### src/rtl/key_matrix_scanner.sv
// key_matrix_scanner: 8x8 key matrix scanner with per-key debouncing and a
// valid/ready event stream.
//
// Configuration macro: KEY_MATRIX_DEBOUNCE_EN
//   defined   - a change must be seen on DEBOUNCE_SCANS consecutive scans
//   undefined - any raw/state difference is confirmed on the first scan;
//               no debounce counters are built and DEBOUNCE_SCANS is unused
//
// Ports:
//   clock         - single clock, rising edge
//   reset         - synchronous active-high reset
//   row[7:0]      - one-hot active-high row drive
//   col[7:0]      - asynchronous column sense, 1 = pressed on driven row
//   event_valid   - key event available
//   event_ready   - consumer accepts the event
//   event_row     - row index of the event key
//   event_col     - column index of the event key
//   event_pressed - 1 = press, 0 = release
//   key_state     - debounced key state, bit index row*8+col
module key_matrix_scanner #(
    parameter int unsigned ROW_INTERVAL   = 27000,
    parameter int unsigned SETTLE_CYCLES  = 540,
    parameter int unsigned DEBOUNCE_SCANS = 4
) (
    input  logic        clock,
    input  logic        reset,
    output logic [7:0]  row,
    input  logic [7:0]  col,
    output logic        event_valid,
    input  logic        event_ready,
    output logic [2:0]  event_row,
    output logic [2:0]  event_col,
    output logic        event_pressed,
    output logic [63:0] key_state
);

    localparam int unsigned CntW = (ROW_INTERVAL > 1) ? $clog2(ROW_INTERVAL) : 1;
    localparam logic [CntW-1:0] CntLast   = CntW'(ROW_INTERVAL - 1);
    localparam logic [CntW-1:0] CntSample = CntW'(SETTLE_CYCLES);

    if (SETTLE_CYCLES < 2 || SETTLE_CYCLES + 2 > ROW_INTERVAL) begin : g_bad_settle
        $error("SETTLE_CYCLES must lie in 2..ROW_INTERVAL-2");
    end
    if (DEBOUNCE_SCANS < 2 || DEBOUNCE_SCANS > 15) begin : g_bad_debounce
        $error("DEBOUNCE_SCANS must lie in 2..15");
    end

    typedef enum logic [1:0] {StScan, StProcess, StEmit} state_e;

    logic [7:0]      col_meta_q, col_sync_q;
    logic [7:0]      row_q;
    logic [CntW-1:0] cnt_q;
    logic [7:0]      raw_q;
    state_e          state_q;
    logic [2:0]      col_idx_q;
    logic [63:0]     key_state_q;
    logic            ev_valid_q;
    logic [2:0]      ev_row_q, ev_col_q;
    logic            ev_pressed_q;

    logic [2:0] row_idx;
    logic [5:0] key_idx;
    logic       raw_bit, cur_bit, differ, confirm;

    // Row stays put outside StScan, so the encoded index is stable while processing.
    always_comb begin
        row_idx = '0;
        for (int i = 0; i < 8; i++) begin
            if (row_q[i]) row_idx = 3'(i);
        end
    end

    assign key_idx = {row_idx, col_idx_q};
    assign raw_bit = raw_q[col_idx_q];
    assign cur_bit = key_state_q[key_idx];
    assign differ  = raw_bit ^ cur_bit;

`ifdef KEY_MATRIX_DEBOUNCE_EN
    logic [3:0] deb_q [64];

    // The DEBOUNCE_SCANS-th consecutive differing sample confirms the change.
    assign confirm = differ && (deb_q[key_idx] == 4'(DEBOUNCE_SCANS - 1));

    always_ff @(posedge clock) begin
        if (reset) begin
            for (int i = 0; i < 64; i++) deb_q[i] <= '0;
        end else if (state_q == StProcess) begin
            if (!differ || confirm) deb_q[key_idx] <= '0;
            else                    deb_q[key_idx] <= deb_q[key_idx] + 4'd1;
        end
    end
`else
    assign confirm = differ;
`endif

    always_ff @(posedge clock) begin
        if (reset) begin
            col_meta_q <= '0;
            col_sync_q <= '0;
        end else begin
            col_meta_q <= col;
            col_sync_q <= col_meta_q;
        end
    end

    always_ff @(posedge clock) begin
        if (reset) begin
            row_q        <= 8'b0000_0001;
            cnt_q        <= '0;
            raw_q        <= '0;
            state_q      <= StScan;
            col_idx_q    <= '0;
            key_state_q  <= '0;
            ev_valid_q   <= 1'b0;
            ev_row_q     <= '0;
            ev_col_q     <= '0;
            ev_pressed_q <= 1'b0;
        end else begin
            // Counter parks at its last value until the FSM is back in StScan,
            // so a stalled consumer holds the current row rather than losing events.
            if (cnt_q == CntLast) begin
                if (state_q == StScan) begin
                    cnt_q <= '0;
                    row_q <= {row_q[6:0], row_q[7]};
                end
            end else begin
                cnt_q <= cnt_q + 1'b1;
            end

            unique case (state_q)
                StScan: begin
                    if (cnt_q == CntSample) begin
                        raw_q     <= col_sync_q;
                        col_idx_q <= '0;
                        state_q   <= StProcess;
                    end
                end
                StProcess: begin
                    if (confirm) begin
                        key_state_q[key_idx] <= ~cur_bit;
                        ev_row_q             <= row_idx;
                        ev_col_q             <= col_idx_q;
                        ev_pressed_q         <= raw_bit;
                        ev_valid_q           <= 1'b1;
                        state_q              <= StEmit;
                    end else if (col_idx_q == 3'd7) begin
                        state_q <= StScan;
                    end else begin
                        col_idx_q <= col_idx_q + 3'd1;
                    end
                end
                StEmit: begin
                    if (event_ready) begin
                        ev_valid_q <= 1'b0;
                        if (col_idx_q == 3'd7) begin
                            state_q <= StScan;
                        end else begin
                            col_idx_q <= col_idx_q + 3'd1;
                            state_q   <= StProcess;
                        end
                    end
                end
                default: state_q <= StScan;
            endcase
        end
    end

    assign row           = row_q;
    assign event_valid   = ev_valid_q;
    assign event_row     = ev_row_q;
    assign event_col     = ev_col_q;
    assign event_pressed = ev_pressed_q;
    assign key_state     = key_state_q;

endmodule
### config.mk
export PLATFORM = sky130hd
export DESIGN_NAME = key_matrix_scanner
export DESIGN_NICKNAME = d
export VERILOG_FILES = /design/src/rtl/key_matrix_scanner.sv
export SDC_FILE = /design/constraint.sdc
export NUM_CORES = 1
export LEC_CHECK = 0
export ABC_CLOCK_PERIOD_IN_PS = 3680
export BUFFER_PORTS_ARGS = -buffer_cell sky130_fd_sc_hd__buf_2
export CAP_MARGIN = 30
export CORE_ASPECT_RATIO = 0.75
export CORE_MARGIN = 4
export CORE_UTILIZATION = 40
export DETAILED_ROUTE_END_ITERATION = 10
export SYNTH_ARGS = -nofsm -noshare
export SYNTH_HDL_FRONTEND = slang
export SYNTH_SLANG_ARGS = --single-unit
### constraint.sdc
create_clock -name clock -period 3.68 [get_ports clock]
set_input_delay 0.92 -clock clock [delete_from_list [all_inputs] [get_ports clock]]
set_output_delay 0.92 -clock clock [all_outputs]
set_load 0.01 [all_outputs]
==> impl_metrics.csv, run 1 <==
group,metric,value,unit
global_routing,grt_util_all_layers,0.227,
timing,clock_skew,7.14,ps
synth,synth-edff-count,0,
worst_setup_path,arrival,3690,ps
floorplanning,dieArea,17500,um2
power_and_ir_drop,power_density,458,nW/um2
place,gp_congestion,0.883,
floorplanning,die_h,115,um
synth,yosysSeqAreaShare,0.403,
synth,synth_cells,712,
timing,rsz0062_at_grt,"no",
place,dpl.hpwl,13.9,mm
route,avgViaCountPerCell,5.92,
synth,syn-num-nets,731,
global_routing,grt_pass1_wl,30.9,mm
clock_network,htreeDepth,4,
route,drt_iter0_drc,694,
worst_setup_path,crit_family,"simple AND/OR/NAND/NOR gates",
worst_setup_path,slowest_delay,770,ps
floorplanning,num_rows,38,
route,vias,5975,
clock_network,cts_resized,0,
worst_setup_path,worstSetupPathType,"register to register",
worst_setup_path,cp-end-kind,"register",
synth,synth_top_flop_cell,"dfxtp_1",
synth,yosys.area.top_type_share,0.403,
cells_and_area,drive_gt1_frac,0.219,
timing,fmax,0.292,GHz
synth,ys_seq_elements,124,
route,route.detailed.drc,0,
clock_network,clk_pin_slew_worst_paths,60,ps
synth,async_flop_share,0,
run_status,status,"finished clean",
timing,worst_slew_pin_slew,902,ps
run,maxCapViolCount,0,
power_and_ir_drop,leakage,2.77,nW
worst_setup_path,start_kind,"register",
timing,post-route-period-util,0.930,
timing,maxSlewHeadroom,0.397,
clock_network,cts_hold_buf,0,
synth,ys_types,74,
power_and_ir_drop,power.total,0.00346,W
global_routing,grt_pass1_vias,5748,
floorplanning,fp.coreArea,14800,um2
floorplanning,start_util,0.417,
clock_network,numCtsBuffers,17,
synth,synth_area_leaders,"dfxtp_1 (40%), nor2_1 (6.6%), a21oi_1 (6.3%), a2111oi_0 (6.0%), mux2i_1 (5.4%)",
route,drt_first_pass_iters,5,
cells_and_area,fin_nets,816,
synth,netlist_area,6160,um2
clock_network,clk_latency,420,ps
route,drt-wirelength-per-cell,19.3,um
synth,synth.largest_area_cell,"dfxtp_1",
synth,synth.avg_cell_area,8.65,um2
clock_network,cts_setup_buffers,0,
cells_and_area,insertedDiodeCount,0,
clock_network,cts_root_buffer,"clkbuf_16",
timing,tns,0,ps
clock_network,cts.path.max_buffers,2,
floorplanning,io_pins,91,
route,ant_nets,0,
global_routing,grt_max_degree,61,
global_routing,grt_overflow,0,
global_routing,antenna_found_initial,0,
clock_network,cts_tree,"done",
route,routed_wirelength,19.5,mm
timing,finalHoldViolations,0,
cells_and_area,area_growth,22.6,%
worst_setup_path,path_max_fanout,27,
timing,finalSetupViolCount,0,
min_path,holdCritPathClass,"register to register",
synth,ys_warn_count,0,
worst_setup_path,crit_required,3940,ps
timing,drv_slew,0,
clock_network,cts_sinks,124,
worst_setup_path,cp_num_buf_inv,0,
place,io_buffer_count,90,
timing,fin_crit,3420,ps
floorplanning,die_x,151,um
worst_setup_path,slowest_stage,"dfxtp_2",
worst_setup_path,path_cells,"mux2i_1, a22oi_1, a221oi_2, nor4_4, nand3_2, nor2_1, a2111oi_0",
power_and_ir_drop,irDropWorstVdd,0.336,mV
## per-layer routing
| metal | routed length, um | up-vias | track usage |
|---|---|---|---|
| met2 | 8330 | 278 | 0.325 |
| met3 | 1810 | 32 | 0.0715 |
| met4 | 280 | 0 | 0.0749 |
| li1 | - | 2822 | - |
| met5 | 0 | - | 0 |
| met1 | 9110 | 2843 | 0.323 |
## final cells by class
class,count,area (um2)
fill,1373,7240
multi-input combinational,527,3420
sequential,124,2480
timing repair buffer,109,608
clock buffer,18,429
clock inverter,14,292
tap,200,250
inverter,18,67.6
## per-stage QoR
step | utilization | setup slack, ps | area [um2] | hold WS [ps] | instances
6_report | 0.511 | 258 | 7550 | 435 | 1010
5_1_grt | 0.511 | 150 | 7550 | 463 | 1010
4_1_cts | 0.511 | 321 | 7550 | 435 | 1010
3_5_place_dp | 0.462 | 389 | 6830 | 422 | 978
3_3_place_gp | 0.462 | 493 | 6830 | 420 | 978
2_1_floorplan | - | 1100 | 6160 | 414 | 712
## synth_stat cells, types with 2 or more instances
cell type / n
a2111oi_0: 42
a211oi_1: 17
a211oi_2: 2
a21oi_1: 78
a22o_1: 2
a22oi_1: 5
a31oi_1: 2
a32oi_1: 3
a41oi_1: 3
and2_1: 4
and3_1: 4
and3b_1: 3
buf_1: 3
buf_2: 12
buf_4: 4
buf_6: 2
clkbuf_1: 22
dfxtp_1: 124
ha_1: 8
inv_1: 17
mux2_2: 5
mux2i_1: 33
nand2_1: 48
nand2b_1: 2
nand3_1: 20
nand4_1: 5
nand4b_1: 2
nor2_1: 108
nor2_2: 2
nor2b_1: 18
nor3_1: 15
nor4_4: 2
o21ai_0: 12
o21ba_2: 2
o221ai_1: 4
o22ai_1: 3
o2bb2ai_1: 3
o31ai_1: 23
or2_2: 5
or3_1: 4
or3b_2: 2
xnor2_1: 2
xor2_1: 4
## worst paths after layout
| kind | end | cells after the start | slack [ps] | from |
|---|---|---|---|---|
| min | col_sync_q[1] | 1 | 440 | col_meta_q[1] |
| max | key_state[31] | 7 | 260 | col_idx_q[1] |
| max reg2reg | key_state[31] | 7 | 260 | col_idx_q[1] |
| min reg2reg | col_sync_q[1] | 1 | 440 | col_meta_q[1] |
## logic make-up (layout without fill, tap and decap cells)
family | after synthesis | count (layout) | synth area share
flops | 124 | 124 | 0.403
buf+inv | 61 | 159 | 0.0445
compound gates | 217 | 217 | 0.254
mux | 40 | 40 | 0.0707
simple gates | 256 | 256 | 0.204
fa+ha+maj | 8 | 8 | 0.0163
xor+xnor | 6 | 6 | 0.00853
## state kept, by name, indices dropped and copies added (netlist names)
name	flops
raw_q	8
col_meta_q	8
cnt_q	15
event_valid	1
col_sync_q	8
key_state	64
event_row	3
event_col	3
state_q	2
event_pressed	1
col_idx_q	3
row	8
## placed cells by master (no fill, tap or decap), types with 3 or more instances in the layout
| master | synthesis | routed |
|---|---|---|
| a22oi_1 | 5 | 5 |
| buf_4 | 4 | 19 |
| a2111oi_0 | 42 | 42 |
| nor3_1 | 15 | 15 |
| o2bb2ai_1 | 3 | 3 |
| clkbuf_16 | 0 | 17 |
| o21ai_0 | 12 | 12 |
| o31ai_1 | 23 | 23 |
| and3_1 | 4 | 4 |
| a211oi_1 | 17 | 17 |
| o221ai_1 | 4 | 3 |
| mux2_2 | 5 | 5 |
| and2_1 | 4 | 4 |
| ha_1 | 8 | 8 |
| buf_2 | 12 | 89 |
| nor2_1 | 108 | 108 |
| nand4_1 | 5 | 5 |
| nand3_1 | 20 | 20 |
| xor2_1 | 4 | 4 |
| or2_2 | 5 | 5 |
| or3_1 | 4 | 4 |
| nand2_1 | 48 | 48 |
| o22ai_1 | 3 | 3 |
| bufinv_16 | 0 | 8 |
| inv_1 | 17 | 17 |
| and3b_1 | 3 | 3 |
| a41oi_1 | 3 | 3 |
| clkinv_4 | 0 | 5 |
| dfxtp_1 | 124 | 123 |
| nor2b_1 | 18 | 18 |
| a32oi_1 | 3 | 3 |
| mux2i_1 | 33 | 33 |
| a21oi_1 | 78 | 78 |
## power by group
group	internal [W]	total [W]	leakage, nW	switching [W]
clock	0.00141	0.00205	0.344	0.000642
combinational	0.0000155	0.0000465	1.42	0.0000310
sequential	0.00135	0.00136	1.00	0.00000604
total	0.00278	0.00346	2.77	0.000679
(Power assumes the default switching activity.)
==> run 2: changes to the inputs <==
ABC_AREA = 1   (was default)
==> run 2 against run 1 <==
  * First-iteration DRC count is 19% lower
  * Cell count is 27% higher
  * Area after synthesis is 6.4% higher
  * Critical path type unchanged
  * Critical endpoint is now state_q[0]
==> impl_metrics.csv, run 2 <==
group,metric,value,unit
cells_and_area,area_growth,18.2,%
cells_and_area,instances_no_fill,1282,
clock_network,cts.path.max_buffers,2,
clock_network,clk_pin_slew_worst_paths,60,ps
timing,rsz0062_at_grt,"no",
place,io_buffer_count,90,
timing,finalHoldViolations,0,
min_path,hp-start,"col_meta_q[1]",
worst_setup_path,arrival,3300,ps
timing,maxSlewHeadroom,0.364,
worst_setup_path,path_max_fanout,65,
place,gp_congestion,0.892,
place,dpl.hpwl,12.6,mm
worst_setup_path,cp-end-kind,"register",
clock_network,cts_tree,"done",
cells_and_area,largest_reg_flops,64,
floorplanning,num_rows,40,
timing,fin_ws,665,ps
power_and_ir_drop,irDropWorstVdd,0.276,mV
timing,fin_crit,3010,ps
worst_setup_path,slowest_delay,740,ps
synth,yosys.area.top_type_share,0.379,
synth,ys_warn_count,0,
synth,yosys-top-cells-count,"nand2_1 (284), nor2_1 (145), dfxtp_1 (124)",
clock_network,cts_root_buffer,"clkbuf_16",
min_path,hold_path_depth,2,
synth,synth.largest_area_cell,"dfxtp_1",
floorplanning,dieArea,18500,um2
floorplanning,die_h,119,um
power_and_ir_drop,leakage,3.02,nW
worst_setup_path,setup.worst_path.start,"col_idx_q[1]",
route,drt-wirelength-per-cell,14.7,um
worst_setup_path,crit_required,3960,ps
cells_and_area,nFillCells,1668,
synth,netlist_area,6550,um2
synth,synth_cells,982,
place,dp_slack,708,ps
route,top_layer,"met4",
clock_network,cts_resized,0,
power_and_ir_drop,power_density,413,nW/um2
clock_network,htreeDepth,4,
timing,worst_slew_pin_slew,953,ps
route,route.detailed.drc,0,
clock_network,cts_setup_buffers,0,
global_routing,grt_overflow,0,
global_routing,grt_util_all_layers,0.206,
global_routing,antenna_found_initial,0,
cells_and_area,fin_nets,1078,
route,vias,6318,
run,maxCapViolCount,0,
cells_and_area,layout_commonest_cell,"nand2_1",
route,wl_met2,7.87,mm
synth,ys_types,37,
floorplanning,start_util,0.409,
min_path,holdCritPathClass,"register to register",
floorplanning,io_pins,91,
route,routed_wirelength,18.8,mm
clock_network,cts_hold_buf,0,
timing,drv_slew,0,
route,met1Wirelength,9.59,mm
route,drt_first_pass_iters,6,
timing,fmax,0.332,GHz
clock_network,clk_latency,420,ps
synth,synth.avg_cell_area,6.67,um2
synth,synth_area_leaders,"dfxtp_1 (38%), nand2_1 (16%), nor2_1 (8.3%), a21oi_1 (7.2%), nand3_2 (6.6%)",
global_routing,grt_pass1_wl,30.5,mm
global_routing,grt_max_degree,66,
place,dpl.cell_count,1250,
worst_setup_path,path_cells,"inv_2, o21bai_1, nand2_1, nand2_1, nand2_1, nand3_1, nand2_1, nor2_2, nand2_2, buf_4, nand2_1, nand3_1, nand3_1, nand2_1, a21oi_1",
run_status,status,"finished clean",
floorplanning,die_x,156,um
cells_and_area,insertedDiodeCount,0,
worst_setup_path,start_kind,"register",
route,ant_nets,0,
synth,yosysSeqAreaShare,0.379,
worst_setup_path,slowest_stage,"buf_4",
worst_setup_path,r2r_start,"col_idx_q[1]",
route,avgViaCountPerCell,4.93,
timing,clock_skew,7.04,ps
timing,finalSetupViolCount,0,
synth,async_flop_share,0,
timing,tns,0,ps
clock_network,cts_sinks,124,
floorplanning,fp.coreArea,16000,um2
cells_and_area,drive_gt1_frac,0.179,
global_routing,grt_pass1_vias,5733,
clock_network,numCtsBuffers,17,
synth,synth-edff-count,0,
cells_and_area,mostFrequentLayoutCells,"nand2_1 (283), nor2_1 (145), dfxtp_1 (124), inv_1 (96), a21oi_1 (94)",
route,wl_met3,1.13,mm
worst_setup_path,worstSetupPathType,"register to register",
route,drt_iter0_drc,559,
synth,synth.most_common_cell,"nand2_1",
worst_setup_path,r2r_cells,15,
timing,post-route-period-util,0.819,
synth,synth_top_flop_cell,"dfxtp_1",
synth,syn-num-nets,1001,
synth,ys_seq_elements,124,
worst_setup_path,crit_top_cell,"nand2_1",
-- run 2: cell families (layout without fill, tap and decap cells) --
kind of cell	Yosys count	in the layout	share of synthesized area
AND/OR/NAND/NOR	544	544	0.370
flip-flops	124	124	0.379
buffers and inverters	154	244	0.112
adder cells (fa/ha/maj)	8	8	0.0153
XOR/XNOR	1	1	0.00134
AO/OA/AOI/OAI	151	151	0.122
-- run 2: worst max-delay path: cells and delay by family (launching register included) --
family	cells	cell delay [ps]
buffers and inverters	2	1020
and+or+nand+nor	11	900
AOI/OAI and AO/OA	2	290
DFF	1	640
-- run 2: path summary, 6_finish.rpt --
kind / end / slack, ps
hold reg to reg: col_sync_q[1] / 400
setup reg to reg: state_q[0] / 670
hold / removal: col_sync_q[1] / 400
setup / recovery: state_q[0] / 670
-- run 2: metrics by stage --
step                power [W]  hold slack, ps  cell area, um2   util
floorplan             0.00142             388            6550      -
global placement      0.00144             391            7110  0.444
detailed placement    0.00144             393            7110  0.444
CTS                   0.00323             402            7740  0.483
global route          0.00330             419            7740  0.483
finish                0.00320             401            7740  0.483
-- run 2: area by class of cell --
type | count | area, um2 | share of cell area
clock buffers | 18 | 439 | 0.0567
clock inverters | 14 | 195 | 0.0252
inverters | 101 | 382 | 0.0493
multi-input cells | 704 | 3340 | 0.431
flip-flops and latches | 124 | 2480 | 0.321
well taps | 210 | 263 | 0.0339
repair buffers | 111 | 646 | 0.0834
-- run 2: report_power, final --
group	leakage [nW]	switching, W	internal [W]
combinational	1.72	0.0000369	0.0000144
clock	0.298	0.000639	0.00115
sequential	1.00	0.00000474	0.00135
-- run 2: routing by layer --
metal  GRT usage  vias up
met5           0        -
met1       0.317     2828
met3      0.0407       19
met4      0.0612        0
li1            -     3289
met2       0.286      182
==> run 3: changes to the inputs <==
ABC_CLOCK_PERIOD_IN_PS = 2700   (was 3680)
clock period = 2.7 ns   (was 3.68 ns; I/O delays follow)
==> run 3 against run 2 <==
  * Core utilization grew 0.60 points
  * Clock power grew 25%
  * Largest cell class unchanged
  * Maximum frequency is 23% higher
  * Via count up 1.3%
  * Sequential share of layout area decreased by 0.38 points
  * Clock skew is 0.58 ps lower
  * Sequential cell count stayed put
==> impl_metrics.csv, run 3 (synthesized netlist as in run 2, its figures left out) <==
group,metric,value,unit
run_status,status,"finished clean",
route,drt_first_pass_iters,5,
floorplanning,die_h,119,um
timing,post-route-period-util,0.909,
place,dpl.hpwl,13.0,mm
worst_setup_path,start_kind,"register",
cells_and_area,drive_gt1_frac,0.188,
timing,fin_ws,247,ps
global_routing,grt_max_degree,83,
cells_and_area,insertedDiodeCount,0,
timing,maxSlewHeadroom,0.627,
route,drt_iter0_drc,488,
timing,fin_crit,2450,ps
clock_network,cts_setup_buffers,0,
worst_setup_path,path_max_fanout,38,
clock_network,cts_resized,0,
clock_network,cts.path.max_buffers,2,
place,dp_slack,217,ps
clock_network,clk_latency,420,ps
cells_and_area,area_growth,19.7,%
timing,fmax,0.408,GHz
floorplanning,num_rows,40,
place,gp_congestion,0.896,
floorplanning,die_x,156,um
timing,whs,402,ps
floorplanning,dieArea,18500,um2
clock_network,cts_tree,"done",
global_routing,grt_util_all_layers,0.210,
clock_network,htreeDepth,4,
route,ant_nets,0,
floorplanning,io_pins,91,
route,drt-wirelength-per-cell,14.6,um
worst_setup_path,r2r_start,"col_idx_q[0]",
global_routing,grt_pass1_vias,5951,
power_and_ir_drop,irDropWorstVdd,0.506,mV
timing,worst_slew_pin_slew,554,ps
timing,rsz0062_at_grt,"no",
power_and_ir_drop,power.total,0.00417,W
route,routed_wirelength,18.9,mm
place,io_buffer_count,90,
timing,tns,0,ps
worst_setup_path,arrival,2800,ps
clock_network,numCtsBuffers,17,
global_routing,antenna_found_initial,0,
worst_setup_path,worstSetupPathType,"register to register",
power_and_ir_drop,leakage,3.07,nW
floorplanning,fp.coreArea,16000,um2
global_routing,grt_pass1_wl,31.3,mm
min_path,holdCritPathClass,"register to register",
cells_and_area,fin_nets,1091,
place,dpl.cell_count,1263,
cells_and_area,layout_commonest_cell,"nand2_1",
worst_setup_path,setup.worst_path.start,"col_idx_q[0]",
clock_network,cts_root_buffer,"clkbuf_16",
cells_and_area,largest_reg_flops,64,
cells_and_area,mostFrequentLayoutCells,"nand2_1 (283), nor2_1 (145), dfxtp_1 (123), inv_1 (96), a21oi_1 (94)",
cells_and_area,instances_no_fill,1295,
timing,clock_skew,6.46,ps
worst_setup_path,crit_required,3050,ps
clock_network,cts_sinks,124,
min_path,hp-start,"col_meta_q[2]",
worst_setup_path,cp-end-kind,"register",
power_and_ir_drop,power_density,531,nW/um2
timing,drv_slew,0,
run,maxCapViolCount,0,
clock_network,clk_pin_slew_worst_paths,60,ps
route,vias,6397,
clock_network,cts_hold_buf,0,
timing,finalHoldViolations,0,
route,route.detailed.drc,0,
timing,finalSetupViolCount,0,
floorplanning,start_util,0.409,
global_routing,grt_overflow,0,
route,avgViaCountPerCell,4.94,
==> run 3: changes by cell type in the layout (fill, tap and decap cells not counted), sizes merged <==
| cell | before | now |
|---|---|---|
| buf | 111 | 124 |
| bufinv | 4 | 2 |
| clkbuf | 18 | 19 |
| clkinv | 8 | 6 |
| clkinvlp | 4 | 6 |
| inv | 99 | 100 |
==> run 3: final timing paths <==
path                            cells after the start             to  slack, ps
worst max-delay path                               14  key_state[51]        250
worst min-delay path                                2  col_sync_q[2]        400
worst max register to register                     14  key_state[51]        250
worst min register to register                      2  col_sync_q[2]        400
==> run 3: worst max-delay path, cell delays in order, from the launching register on <==
cell,delay (ps)
dfxtp_1,380
buf_12,240
nand3_2,300
nor2_1,200
nor2_1,60
nand3_1,80
nor2_1,40
a21oi_1,160
nor2_2,70
nand3_1,80
nand3_2,120
inv_4,160
buf_12,200
nand3_1,90
a21oi_1,160
==> run 3: metal layers <==
layer | vias up | share of wire | GRT usage | routed length, um
met5 | - | 0 | 0 | 0
met4 | 0 | 0.019 | 0.0645 | 361
met3 | 29 | 0.061 | 0.0476 | 1150
met2 | 167 | 0.41 | 0.301 | 7790
met1 | 2894 | 0.51 | 0.313 | 9590
li1 | 3307 | - | - | -
==> run 3: area by class of cell <==
| cell class | instances | area, um2 |
|---|---|---|
| inverters | 101 | 382 |
| well taps | 210 | 263 |
| clock buffers | 19 | 433 |
| fillers | 1679 | 8180 |
| repair buffers | 124 | 797 |
| clock inverters | 13 | 145 |
| multi-input cells | 704 | 3340 |
| flip-flops and latches | 124 | 2480 |
==> run 3: power breakdown <==
part	total, W	internal [W]	switching, W
Clock	0.00224	0.00136	0.000881
Sequential	0.00185	0.00184	0.00000613
Combinational	0.0000732	0.0000229	0.0000504
==> run 3: stage by stage <==
| stage | area (um2) | utilization |
|---|---|---|
| 4_1_cts | 7830 | 0.489 |
| 5_1_grt | 7840 | 0.489 |
| 6_report | 7840 | 0.489 |
| 3_3_place_gp | 7260 | 0.453 |
| 3_5_place_dp | 7260 | 0.453 |
| 2_1_floorplan | 6550 | - |
